`config.mk`:
```
export PLATFORM = sky130hd
export DESIGN_NAME = sib_fifo_rd_ctrl
export DESIGN_NICKNAME = d
export VERILOG_FILES = /design/src/rtl/sib_fifo_rd_ctrl.sv
export SDC_FILE = /design/constraint.sdc
export NUM_CORES = 1
export LEC_CHECK = 0
export ABC_AREA = 1
export BUFFER_PORTS_ARGS = -buffer_cell sky130_fd_sc_hd__clkbuf_2
export CAP_MARGIN = 5
export CORE_AREA = 2 2 63 71
export DETAILED_ROUTE_END_ITERATION = 10
export DIE_AREA = 0 0 65 73
export GPL_ROUTABILITY_DRIVEN = 0
export PLACE_DENSITY_LB_ADDON = 0.08
export SLEW_MARGIN = 40
export SYNTH_ARGS = -nofsm -noshare
export SYNTH_HDL_FRONTEND = slang
export SYNTH_SLANG_ARGS = --single-unit
```
`constraint.sdc`:
```
create_clock -name clk -period 2.3 [get_ports clk]
set_input_delay 0.23 -clock clk [delete_from_list [all_inputs] [get_ports clk]]
set_output_delay 0.23 -clock clk [all_outputs]
set_load 0.01 [all_outputs]
```
`src/rtl/sib_fifo_rd_ctrl.sv`:
```
// sib_fifo_rd_ctrl
// Read-side sequencer for one read port of the sib dual-clock FIFO.
// It runs entirely in the FIFO read-clock domain. It issues the FIFO read
// strobe and absorbs the memory read latency in a small skid buffer. It
// presents the words as a valid/ready stream, with optional fixed-length
// burst framing (m_last) and a flush that drains the FIFO.
//
// Optional feature (compile-time macro):
//   SIB_FIFO_RD_CTRL_TIMEOUT_EN - in burst mode, issue a partial burst after
//   TIMEOUT idle cycles with fewer than BURST_LEN words waiting. When the
//   macro is undefined, burst mode waits indefinitely for BURST_LEN words.
//
// Ports:
//   clk, rst            read-side clock, asynchronous active-high reset
//   fifo_empty          FIFO read-side empty flag
//   fifo_rdcnt          FIFO read-side occupancy (AWIDTH+1 bits, full legal)
//   fifo_rdata          FIFO read data, valid RD_LAT cycles after fifo_rd
//   fifo_rd             FIFO read strobe
//   burst_en            1 = burst mode, 0 = streaming; sampled only in IDLE
//   flush               level request to discard FIFO and pipeline contents
//   m_valid/m_ready     output stream handshake
//   m_data/m_last       output word and end-of-burst marker
//   busy                controller or pipeline not idle
//   flush_done          one-cycle pulse when a flush completes
module sib_fifo_rd_ctrl #(
    parameter int DWIDTH    = 8,
    parameter int AWIDTH    = 4,
    parameter int RD_LAT    = 1,
    parameter int BURST_LEN = 4,
    parameter int TIMEOUT   = 16
) (
    input  logic              clk,
    input  logic              rst,
    input  logic              fifo_empty,
    input  logic [AWIDTH:0]   fifo_rdcnt,
    input  logic [DWIDTH-1:0] fifo_rdata,
    output logic              fifo_rd,
    input  logic              burst_en,
    input  logic              flush,
    output logic              m_valid,
    input  logic              m_ready,
    output logic [DWIDTH-1:0] m_data,
    output logic              m_last,
    output logic              busy,
    output logic              flush_done
);

    localparam int SKID = RD_LAT + 2;
    localparam int PW   = $clog2(SKID);
    localparam int CW   = $clog2(SKID + 1);
    localparam int RW   = $clog2(BURST_LEN + 1);
    localparam logic [AWIDTH:0] BURST_CNT = (AWIDTH + 1)'(BURST_LEN);
    localparam logic [RW-1:0]   BURST_REM = RW'(BURST_LEN);

    typedef enum logic [1:0] {ST_IDLE, ST_BURST, ST_FLUSH} state_t;

    state_t            state;
    logic [RW-1:0]     remaining;
    logic [RD_LAT-1:0] tag_valid;
    logic [RD_LAT-1:0] tag_last;
    logic [DWIDTH-1:0] skid_data [SKID];
    logic              skid_last [SKID];
    logic [PW-1:0]     rd_ptr;
    logic [PW-1:0]     wr_ptr;
    logic [CW-1:0]     occ;
    logic [CW-1:0]     inflight;
    logic              credit_ok;
    logic              rd_issue;
    logic              rd_last;
    logic              push;
    logic              pop;

    function automatic logic [PW-1:0] ptr_inc(input logic [PW-1:0] p);
        return (p == PW'(SKID - 1)) ? '0 : p + PW'(1);
    endfunction

    // Number of reads issued whose data has not yet reached the skid buffer.
    always_comb begin
        inflight = '0;
        for (int i = 0; i < RD_LAT; i++) begin
            inflight = inflight + CW'(tag_valid[i]);
        end
    end

    // A read is only allowed if the skid buffer is guaranteed room for it
    // even when nothing is popped, so holding m_ready low never drops a word.
    assign credit_ok = ({1'b0, occ} + {1'b0, inflight}) < (CW + 1)'(SKID);

`ifdef SIB_FIFO_RD_CTRL_TIMEOUT_EN
    localparam int TW = $clog2(TIMEOUT + 1);

    logic [TW-1:0] timer;
    logic          timer_arm;
    logic          timeout_fire;

    // Count IDLE cycles in burst mode where some words, but not a full
    // burst, are waiting. Any other cycle restarts the count.
    assign timer_arm    = (state == ST_IDLE) && burst_en && !flush && !fifo_empty &&
                          (fifo_rdcnt < BURST_CNT) && (fifo_rdcnt != '0);
    assign timeout_fire = timer_arm && (timer == TW'(TIMEOUT));

    always_ff @(posedge clk or posedge rst) begin
        if (rst) begin
            timer <= '0;
        end else if (timer_arm && !timeout_fire) begin
            timer <= timer + TW'(1);
        end else begin
            timer <= '0;
        end
    end
`endif

    // Read strobe per state. In FLUSH we drain without a credit check,
    // because the returning data is thrown away.
    always_comb begin
        rd_issue = 1'b0;
        case (state)
            ST_IDLE:  rd_issue = !burst_en && !flush && !fifo_empty && credit_ok;
            ST_BURST: rd_issue = !flush && !fifo_empty && credit_ok;
            ST_FLUSH: rd_issue = !fifo_empty;
            default:  rd_issue = 1'b0;
        endcase
    end

    assign rd_last = (state == ST_BURST) && (remaining == RW'(1));
    assign fifo_rd = rd_issue;

    // Tag pipeline that tracks each read through the memory latency.
    always_ff @(posedge clk or posedge rst) begin
        if (rst) begin
            tag_valid <= '0;
            tag_last  <= '0;
        end else begin
            tag_valid[0] <= rd_issue;
            tag_last[0]  <= rd_issue && rd_last;
            for (int i = 1; i < RD_LAT; i++) begin
                tag_valid[i] <= tag_valid[i-1];
                tag_last[i]  <= tag_last[i-1];
            end
        end
    end

    assign push    = tag_valid[RD_LAT-1] && (state != ST_FLUSH);
    assign m_valid = (occ != '0) && (state != ST_FLUSH);
    assign pop     = m_valid && m_ready;

    // Skid pointers and occupancy. While flushing, the buffer is held empty
    // so that nothing stale survives into the next transfer.
    always_ff @(posedge clk or posedge rst) begin
        if (rst) begin
            rd_ptr <= '0;
            wr_ptr <= '0;
            occ    <= '0;
        end else if (state == ST_FLUSH) begin
            rd_ptr <= '0;
            wr_ptr <= '0;
            occ    <= '0;
        end else begin
            if (push) begin
                wr_ptr <= ptr_inc(wr_ptr);
            end
            if (pop) begin
                rd_ptr <= ptr_inc(rd_ptr);
            end
            if (push && !pop) begin
                occ <= occ + CW'(1);
            end else if (pop && !push) begin
                occ <= occ - CW'(1);
            end
        end
    end

    // Skid storage. It needs no reset because the outputs are gated by m_valid.
    always_ff @(posedge clk) begin
        if (push) begin
            skid_data[wr_ptr] <= fifo_rdata;
            skid_last[wr_ptr] <= tag_last[RD_LAT-1];
        end
    end

    assign m_data = m_valid ? skid_data[rd_ptr] : '0;
    assign m_last = m_valid ? skid_last[rd_ptr] : 1'b0;
    assign busy   = (state != ST_IDLE) || (occ != '0) || (inflight != '0);

    // Control FSM: burst framing and flush sequencing.
    always_ff @(posedge clk or posedge rst) begin
        if (rst) begin
            state      <= ST_IDLE;
            remaining  <= '0;
            flush_done <= 1'b0;
        end else begin
            flush_done <= 1'b0;
            case (state)
                ST_IDLE: begin
                    if (flush) begin
                        state <= ST_FLUSH;
                    end else if (burst_en && (fifo_rdcnt >= BURST_CNT)) begin
                        state     <= ST_BURST;
                        remaining <= BURST_REM;
                    end
`ifdef SIB_FIFO_RD_CTRL_TIMEOUT_EN
                    else if (timeout_fire) begin
                        state     <= ST_BURST;
                        remaining <= RW'(fifo_rdcnt);
                    end
`endif
                end
                ST_BURST: begin
                    if (flush) begin
                        state     <= ST_FLUSH;
                        remaining <= '0;
                    end else if (rd_issue) begin
                        remaining <= remaining - RW'(1);
                        if (rd_last) begin
                            state <= ST_IDLE;
                        end
                    end
                end
                ST_FLUSH: begin
                    if (fifo_empty && (inflight == '0) && !flush) begin
                        state      <= ST_IDLE;
                        flush_done <= 1'b1;
                    end
                end
                default: begin
                    state <= ST_IDLE;
                end
            endcase
        end
    end

endmodule

```
==> impl_results.rst, run 1 <==
.. list-table::
   :header-rows: 1

   * - Metric
     - Value
   * - Result of the run
     - finished, final reports clean
   * - Share of cells above drive strength 1
     - 25.5%
   * - Number of flip-flops and latches in the synthesized netlist
     - 41
   * - Routed Wire Length
     - 3.58 mm
   * - Worst Setup End Kind
     - output port
   * - Grt total ovfl
     - 0
   * - CP arrival
     - 1.81 ns
   * - Root Buffer
     - sky130_fd_sc_hd__clkbuf_8
   * - Largest fanout of any net on the critical path
     - 21
   * - Clock Latency Late Sink
     - 0.28 ns
   * - Average cell area after synthesis
     - 9.89 um2
   * - Number of antenna violations at the first check in global routing
     - 0
   * - Net count, final
     - 253
   * - Final Hold Violating Endpoints
     - 0
   * - Min-Delay Path Class
     - input pin to register
   * - Number of detailed-route iterations in the first pass
     - 4
   * - Slew at the pin closest to its max-slew limit
     - 0.599 ns
   * - Total GRT Usage
     - 17.2%
   * - Via count of the first global-routing pass
     - 1390
   * - Clock transition at the registers of the reported paths
     - 0.07 ns
   * - # diodes
     - 0
   * - Count of boundary I/O pins
     - 32
   * - Die Height
     - 73 um
   * - PD cells
     - 1080 nW/um2
   * - Clock skew after layout
     - 0.00222 ns
   * - Worst supply voltage drop on vdd
     - 0.000724 V
   * - Maximum number of pins on one net before global-route repair
     - 22
   * - Clk sinks
     - 41
   * - DIE WIDTH
     - 65 um
   * - Leading cell types in the layout, fill and taps excluded
     - sky130_fd_sc_hd__nand2_1, sky130_fd_sc_hd__nand3_1, sky130_fd_sc_hd__clkbuf_2, sky130_fd_sc_hd__inv_1, sky130_fd_sc_hd__edfxtp_1
   * - Htree depth
     - 2
   * - Final number of max-transition violations
     - 0
   * - Count of placed standard cells in the final layout, fillers left out
     - 285
   * - Total of buffers placed on input and output ports
     - 29
   * - Nets in the synthesized netlist
     - 218
   * - Unrepaired setup endpoints after global routing
     - no
   * - Number of warnings issued by yosys
     - 0
   * - Worst Setup Start Kind
     - register
   * - Initial Util
     - 47.1%
   * - Number of buffers between clock root and the deepest sink
     - 2
   * - Final min period
     - 2.04 ns
   * - Post-cts gate resize count
     - 0
   * - Wire length of the first global-routing pass
     - 6.09 mm
   * - Detailed-placement wirelength estimate
     - 2.49 mm
   * - Inserted Clock Buffers
     - 5
   * - Fraction of the cycle the final worst path needs
     - 88.5%
   * - Area added between synthesis and finish
     - 17.1%
   * - Non-Filler Cell Area, Final
     - 2260 um2
   * - Iter 0 DRT Violations
     - 40
   * - Wire per inst
     - 12.5 um
   * - Total standard cell area after synthesis
     - 1930 um2
   * - Post-detailed-route count of antenna-violating nets
     - 0
   * - Required time at the worst-slack endpoint
     - 2.07 ns
   * - Top achievable clock speed
     - 491 MHz
   * - Remaining design rule violation count
     - 0
   * - Placement row count
     - 25
   * - Area inside the core boundary
     - 4100 um2
   * - Setup_tns
     - 0 ns
   * - Count of cell types in the netlist
     - 25
   * - Detail-routed via count per cell
     - 4.99
   * - Setup Buffers After CTS
     - 0
   * - Synthesized netlist cell count
     - 195
   * - Sequential element share of the synthesized area
     - 60.2%
   * - Max-Cap Viols
     - 0
   * - Crit path kind
     - register to output port
   * - Number of placed cells counting well taps
     - 276
   * - Clock tree from TritonCTS
     - done
   * - Commonest non-fill, non-tap cell in the layout
     - sky130_fd_sc_hd__nand2_1
   * - Total cell area at the placement stage
     - 2140 um2
   * - Leakage power total
     - 1.07 nW
   * - Total vias in the final route
     - 1421
   * - Endpoints failing setup
     - 0
   * - Slew Limit Headroom
     - 60.0%
   * - Die footprint
     - 4750 um2
==> flip-flops by register name, summed over array words and instances (netlist names), 2 cells and up <==
register and count:
skid_last 3, occ 2, remaining 3, rd_ptr 2, skid_data 24, wr_ptr 2, state 2
==> power by group <==
part | internal (mW) | switching [mW]
combinational | 0.308 | 0.562
clock | 0.322 | 0.230
sequential | 0.919 | 0.0994
total | 1.55 | 0.891
==> cell usage after synthesis <==
cell	instances	area share, %
sky130_fd_sc_hd__or2_2	1	0.32
sky130_fd_sc_hd__nor2_2	2	0.65
sky130_fd_sc_hd__inv_1	28	5.5
sky130_fd_sc_hd__nor2_1	9	1.8
sky130_fd_sc_hd__buf_1	1	0.19
sky130_fd_sc_hd__nor4_1	1	0.32
sky130_fd_sc_hd__nand2_2	5	1.6
sky130_fd_sc_hd__nand3_2	2	1.0
sky130_fd_sc_hd__inv_2	3	0.58
sky130_fd_sc_hd__nor3_1	2	0.52
sky130_fd_sc_hd__nand3_1	36	9.3
sky130_fd_sc_hd__edfxtp_1	27	42
sky130_fd_sc_hd__nand4_1	1	0.32
sky130_fd_sc_hd__o21ai_0	2	0.52
sky130_fd_sc_hd__clkinv_1	1	0.19
sky130_fd_sc_hd__o22ai_1	3	0.97
sky130_fd_sc_hd__a31o_2	1	0.45
sky130_fd_sc_hd__nand2_1	38	7.4
sky130_fd_sc_hd__nor2_4	1	0.58
sky130_fd_sc_hd__o21ai_1	4	1.0
sky130_fd_sc_hd__buf_2	3	0.78
sky130_fd_sc_hd__nand2_4	5	2.9
sky130_fd_sc_hd__dfrtp_1	14	18
sky130_fd_sc_hd__ha_1	4	2.6
sky130_fd_sc_hd__clkbuf_1	1	0.19
==> metrics by stage <==
stage	hold slack, ns	setup WS [ns]	total power, mW	util [%]
finish	0.137	0.264	2.44	55.1
detailed placement	0.291	0.529	1.91	52.2
floorplan	0.119	0.398	1.65	-
global placement	0.285	0.595	1.88	52.2
CTS	0.133	0.205	2.47	55.1
global route	0.136	0.0139	2.64	55.1
==> critical path, cell delays in order, from the launching register on <==
cell and delay [ns]:
sky130_fd_sc_hd__dfrtp_1 0.52, sky130_fd_sc_hd__inv_1 0.51, sky130_fd_sc_hd__nand3_1 0.15, sky130_fd_sc_hd__nand3_1 0.12, sky130_fd_sc_hd__nand2_1 0.05, sky130_fd_sc_hd__inv_1 0.05
sky130_fd_sc_hd__clkbuf_2 0.12
==> worst paths after layout <==
kind	startpoint	endpoint	slack, ns	depth (start not counted)
max	rd_ptr[1]$_DFFE_PP0P_	m_data[5]	0.26	6
min	flush	flush_done$_DFF_PP0_	0.14	2
max reg2reg	state[1]$_DFFE_PP0P_	skid_data[2][5]$_DFFE_PP_	0.74	6
min reg2reg	remaining[1]$_DFFE_PP0P_	remaining[1]$_DFFE_PP0P_	0.47	2
max in group asynchronous	rst	tag_valid$_DFF_PP0_	1.43	3
min in group asynchronous	rst	remaining[1]$_DFFE_PP0P_	0.51	3
==> what timing repair did <==
action	CTS	global route
hold buffers	1	0
hold endpoints to repair	14	0
endpoints found under the setup margin	0	0
==> kinds of logic after synthesis <==
group / Yosys count / share of synthesized area [%]
fa+ha+maj: 4 / 2.60
flops: 41 / 60.2
buf+inv: 37 / 7.40
compound gates: 10 / 2.99
simple gates: 103 / 26.8
==> routing by layer <==
| layer | up-vias | part of all wire, % | GRT usage (%) |
|---|---|---|---|
| met4 | 0 | 1.2 | 5.67 |
| met3 | 4 | 5.4 | 4.63 |
| li1 | 715 | - | - |
| met2 | 37 | 53 | 32.3 |
| met5 | - | 0 | 0 |
| met1 | 665 | 40 | 18.6 |
==> area by class of cell <==
class                   instances  area [um2]
multi-input cells             117         624
repair buffers                 33         178
well taps                      54        67.6
inverters                      32         120
fillers                       366        1840
clock buffers                   6        72.6
flip-flops and latches         41        1160
clock inverters                 2        35.0
(Power assumes the default switching activity.)
==> run 2: changes to the inputs <==
Settings changed: RECOVER_POWER set to 50.
==> impl_results.rst, run 2 (synthesis gave the netlist of run 1 again) <==
.. list-table::
   :header-rows: 1

   * - Metric
     - Value
   * - Setup slack of the critical path after layout
     - 0.258 ns
   * - Detailed-placement wirelength estimate
     - 2.49 mm
   * - Number of detailed-route iterations in the first pass
     - 4
   * - Largest fanout of any net on the critical path
     - 21
   * - Post-cts gate resize count
     - 0
   * - Required time at the worst-slack endpoint
     - 2.07 ns
   * - Clock Latency Late Sink
     - 0.28 ns
   * - Switching share of power
     - 36.5%
   * - Clk sinks
     - 41
   * - Die footprint
     - 4750 um2
   * - DIE WIDTH
     - 65 um
   * - Via count of the first global-routing pass
     - 1390
   * - Clock transition at the registers of the reported paths
     - 0.07 ns
   * - PD cells
     - 1080 nW/um2
   * - R2R Path End
     - skid_data[2][5]$_DFFE_PP_
   * - Max-Cap Viols
     - 0
   * - Count of boundary I/O pins
     - 32
   * - Leading cell types in the layout, fill and taps excluded
     - sky130_fd_sc_hd__nand2_1, sky130_fd_sc_hd__nand3_1, sky130_fd_sc_hd__inv_1, sky130_fd_sc_hd__edfxtp_1, sky130_fd_sc_hd__clkbuf_2
   * - Fraction of the cycle the final worst path needs
     - 88.8%
   * - Critical path startpoint
     - rd_ptr[1]$_DFFE_PP0P_
   * - Final min period
     - 2.04 ns
   * - Iter 0 DRT Violations
     - 42
   * - Root Buffer
     - sky130_fd_sc_hd__clkbuf_8
   * - Detail-routed via count per cell
     - 5.00
   * - Total of buffers placed on input and output ports
     - 29
   * - Placement row count
     - 25
   * - Slew Limit Headroom
     - 59.9%
   * - Worst R2R Path Depth
     - 7
   * - Area added between synthesis and finish
     - 16.4%
   * - Worst Setup Start Kind
     - register
   * - Result of the run
     - finished, final reports clean
   * - Total vias in the final route
     - 1425
   * - # diodes
     - 0
   * - Wire length of the first global-routing pass
     - 6.09 mm
   * - Net load switching power
     - 0.887 mW
   * - Clock skew after layout
     - 0.00237 ns
   * - Leakage power total
     - 1.04 nW
   * - Setup_tns
     - 0 ns
   * - Routed Wire Length
     - 3.57 mm
   * - Biggest registers after layout
     - skid_data: 24 flops, remaining: 3 flops, skid_last: 3 flops
   * - Unrepaired setup endpoints after global routing
     - no
   * - Final number of max-transition violations
     - 0
   * - Slew at the pin closest to its max-slew limit
     - 0.601 ns
   * - Initial Util
     - 47.1%
   * - Combinational power share
     - 35.4%
   * - Part of the power in the clock network
     - 22.7%
   * - Htree depth
     - 2
   * - Capture point of the worst path
     - m_data[5]
   * - Net count, final
     - 253
   * - Maximum number of pins on one net before global-route repair
     - 22
   * - Crit path kind
     - register to output port
   * - Total GRT Usage
     - 17.2%
   * - Register with the most flip-flops
     - skid_data
   * - Total Power Consumption
     - 2.43 mW
   * - Remaining design rule violation count
     - 0
   * - Worst supply voltage drop on vdd
     - 0.000724 V
   * - Share of cells above drive strength 1
     - 20.8%
   * - Max FFs per register
     - 24
   * - Post-detailed-route count of antenna-violating nets
     - 0
   * - Area inside the core boundary
     - 4100 um2
   * - Setup WS pre-CTS
     - 0.529 ns
   * - Inserted Clock Buffers
     - 5
   * - Worst Setup End Kind
     - output port
   * - Flop2flop setup slack
     - 0.71 ns
   * - Grt total ovfl
     - 0
   * - Number of buffers between clock root and the deepest sink
     - 2
   * - Wire per inst
     - 12.5 um
   * - Seq pwr share
     - 41.9%
   * - Top achievable clock speed
     - 490 MHz
   * - Commonest non-fill, non-tap cell in the layout
     - sky130_fd_sc_hd__nand2_1
   * - Internal power
     - 1.54 mW
   * - CP arrival
     - 1.81 ns
   * - Start of the worst register-to-register path
     - state[0]$_DFFE_PP0P_
   * - Final Hold Violating Endpoints
     - 0
   * - Clock tree from TritonCTS
     - done
   * - Die Height
     - 73 um
   * - Min-Delay Path Class
     - input pin to register
   * - Number of antenna violations at the first check in global routing
     - 0
   * - Endpoints failing setup
     - 0
==> run 2: metal layers <==
metal  wire [um]  global-route usage (%)  vias up
met4          42                    5.67        0
met5           0                       0        -
li1            -                       -      715
met3         162                    4.63        4
met1        1460                    18.6      671
met2        1910                    32.3       35
==> run 2: power groups by stage <==
stage,clock [mW],sequential (mW),combinational [mW]
after floorplan,0,0.991,0.664
after global placement,0,1.03,0.847
after detailed placement,0,1.03,0.873
after CTS,0.566,1.02,0.882
after global routing,0.600,1.03,0.995
final,0.552,1.02,0.861
==> run 2: critical path, stage by stage, from the launching register on <==
cell and delay, ns:
sky130_fd_sc_hd__dfrtp_1 0.52, sky130_fd_sc_hd__inv_1 0.51, sky130_fd_sc_hd__nand3_1 0.15, sky130_fd_sc_hd__nand3_1 0.12
sky130_fd_sc_hd__nand2_1 0.05, sky130_fd_sc_hd__inv_1 0.05, sky130_fd_sc_hd__clkbuf_2 0.12
==> run 2: worst min path at each step <==
stage	from	endpoint	slack, ns	cells past startpoint
finish	flush	flush_done$_DFF_PP0_	0.14	2
global route	flush	flush_done$_DFF_PP0_	0.14	2
CTS	fifo_rdata[1]	skid_data[1][1]$_DFFE_PP_	0.13	1
detailed placement	rst	remaining[2]$_DFFE_PP0P_	0.29	2
global placement	rst	remaining[2]$_DFFE_PP0P_	0.29	2
floorplan	rst	flush_done$_DFF_PP0_	0.12	1
==> run 2: what timing repair did <==
item | CTS | global route
buffers inserted | 0 | 0
endpoints found under the hold margin | 14 | 0
hold buffers | 1 | 0
==> run 2: final cells by class <==
class / count / area, um2
inverter: 32 / 120
clock inverter: 2 / 35.0
clock buffer: 6 / 72.6
tap: 54 / 67.6
multi-input combinational: 117 / 622
sequential: 41 / 1160
timing repair buffer: 33 / 166
fill: 373 / 1850
==> run 2: per-stage QoR <==
step | instances | hold WS, ns | utilization, % | area, um2
6_report | 285 | 0.138 | 54.8 | 2240
5_1_grt | 285 | 0.140 | 54.8 | 2240
4_1_cts | 285 | 0.133 | 55.1 | 2260
3_5_place_dp | 276 | 0.291 | 52.2 | 2140
3_3_place_gp | 276 | 0.285 | 52.2 | 2140
2_1_floorplan | 195 | 0.119 | - | 1930
==> run 3: changes to the inputs <==
Settings changed: MAX_ROUTING_LAYER set to met4.
==> impl_results.rst, run 3 (synthesis gave the netlist of run 1 again) <==
.. list-table::
   :header-rows: 1

   * - Metric
     - Value
   * - Worst Setup Start Kind
     - register
   * - Remaining design rule violation count
     - 0
   * - Inserted Clock Buffers
     - 5
   * - Seq. cell area
     - 1160 um2
   * - Worst supply voltage drop on vdd
     - 0.000724 V
   * - Unrepaired setup endpoints after global routing
     - no
   * - Fraction of the cycle the final worst path needs
     - 89.0%
   * - Total vias in the final route
     - 1422
   * - Number of buffers between clock root and the deepest sink
     - 2
   * - Clock tree from TritonCTS
     - done
   * - Placement row count
     - 25
   * - Clock skew after layout
     - 0.00299 ns
   * - Slew at the pin closest to its max-slew limit
     - 0.606 ns
   * - Total of buffers placed on input and output ports
     - 29
   * - Slew Limit Headroom
     - 59.6%
   * - Fillers
     - 373
   * - Number of detailed-route iterations in the first pass
     - 4
   * - Multi-input gate area in the final layout
     - 622 um2
   * - Leading cell types in the layout, fill and taps excluded
     - sky130_fd_sc_hd__nand2_1, sky130_fd_sc_hd__nand3_1, sky130_fd_sc_hd__inv_1, sky130_fd_sc_hd__edfxtp_1, sky130_fd_sc_hd__clkbuf_2
   * - Total GRT Usage
     - 17.6%
   * - Wire per inst
     - 12.5 um
   * - Net count, final
     - 253
   * - Required time at the worst-slack endpoint
     - 2.07 ns
   * - Commonest non-fill, non-tap cell in the layout
     - sky130_fd_sc_hd__nand2_1
   * - Clock Latency Late Sink
     - 0.28 ns
   * - CP arrival
     - 1.82 ns
   * - # diodes
     - 0
   * - Initial Util
     - 47.1%
   * - Final Hold Violating Endpoints
     - 0
   * - Worst Setup End Kind
     - output port
   * - Share of cells above drive strength 1
     - 20.8%
   * - PD cells
     - 1080 nW/um2
   * - Die Height
     - 73 um
   * - Top achievable clock speed
     - 489 MHz
   * - Routed Wire Length
     - 3.56 mm
   * - Post-detailed-route count of antenna-violating nets
     - 0
   * - Root Buffer
     - sky130_fd_sc_hd__clkbuf_8
   * - Setup WS pre-CTS
     - 0.529 ns
   * - Area inside the core boundary
     - 4100 um2
   * - Grt total ovfl
     - 0
   * - Endpoints failing setup
     - 0
   * - Clk sinks
     - 41
   * - Maximum number of pins on one net before global-route repair
     - 22
   * - Max FFs per register
     - 24
   * - Final min period
     - 2.05 ns
   * - Setup slack of the critical path after layout
     - 0.254 ns
   * - Result of the run
     - finished, final reports clean
   * - Largest fanout of any net on the critical path
     - 21
   * - Final number of max-transition violations
     - 0
   * - Post-cts gate resize count
     - 0
   * - Min-Delay Path Class
     - input pin to register
   * - Number of antenna violations at the first check in global routing
     - 0
   * - Die footprint
     - 4750 um2
   * - Iter 0 DRT Violations
     - 42
   * - Wire length of the first global-routing pass
     - 6.09 mm
   * - Area added between synthesis and finish
     - 16.4%
   * - Biggest registers after layout
     - skid_data: 24 flops, remaining: 3 flops, skid_last: 3 flops
   * - Max-Cap Viols
     - 0
   * - Clock transition at the registers of the reported paths
     - 0.07 ns
   * - Via count of the first global-routing pass
     - 1389
   * - Count of boundary I/O pins
     - 32
   * - Detail-routed via count per cell
     - 4.99
   * - DIE WIDTH
     - 65 um
   * - Register with the most flip-flops
     - skid_data
   * - Detailed-placement wirelength estimate
     - 2.49 mm
   * - Crit path kind
     - register to output port
   * - Non-Filler Cell Area, Final
     - 2240 um2
   * - Total cell area at the placement stage
     - 2140 um2
   * - Htree depth
     - 2
   * - Setup_tns
     - 0 ns
   * - Leakage power total
     - 1.04 nW
run 3: cell counts in the layout (fill, tap and decap cells not counted):
Identical to the previous run, type by type.
run 3: worst paths after layout:
path / from / to / slack [ns] / depth (start not counted)
setup reg to reg: state[0]$_DFFE_PP0P_ / skid_data[2][5]$_DFFE_PP_ / 0.71 / 7
setup / recovery: rd_ptr[1]$_DFFE_PP0P_ / m_data[5] / 0.25 / 6
min in group asynchronous: rst / rd_ptr[1]$_DFFE_PP0P_ / 0.51 / 3
hold / removal: flush / flush_done$_DFF_PP0_ / 0.14 / 2
max in group asynchronous: rst / tag_valid$_DFF_PP0_ / 1.44 / 3
hold reg to reg: remaining[1]$_DFFE_PP0P_ / remaining[1]$_DFFE_PP0P_ / 0.47 / 2
run 3: report_power, final:
part / internal, mW / switching, mW / leakage, nW
Clock: 0.322 / 0.230 / 0.0552
Sequential: 0.918 / 0.0992 / 0.430
Combinational: 0.303 / 0.557 / 0.559
run 3: timing repair:
item,4_1_cts,5_1_grt
setup buffers,0,0
hold endpoints to repair,14,0
hold buffers,1,0
run 3: layout make-up:
type / count / area share (%)
Multi-Input combinational cell: 117 / 27.7
Tap cell: 54 / 3.01
Inverter: 32 / 5.35
Clock buffer: 6 / 3.23
Timing Repair Buffer: 33 / 7.41
Clock inverter: 2 / 1.56
Sequential cell: 41 / 51.7
run 3: routing by layer:
layer	wire [um]	track usage, %
met2	1900	32.3
met1	1450	18.6
met4	46	5.67
met5	0	-
met3	157	4.17
run 3: stage by stage:
step	util [%]	hold WS (ns)	std cells	power [mW]
6_report	54.8	0.139	285	2.43
3_5_place_dp	52.2	0.291	276	1.91
3_3_place_gp	52.2	0.285	276	1.88
5_1_grt	54.8	0.142	285	2.63
2_1_floorplan	-	0.119	195	1.65
4_1_cts	55.1	0.133	285	2.47
run 3: critical path: stages (launching register included):
cell                       delay [ns]
sky130_fd_sc_hd__dfrtp_1         0.52
sky130_fd_sc_hd__inv_1           0.52
sky130_fd_sc_hd__nand3_1         0.15
sky130_fd_sc_hd__nand3_1         0.12
sky130_fd_sc_hd__nand2_1         0.05
sky130_fd_sc_hd__inv_1           0.05
sky130_fd_sc_hd__clkbuf_2        0.12
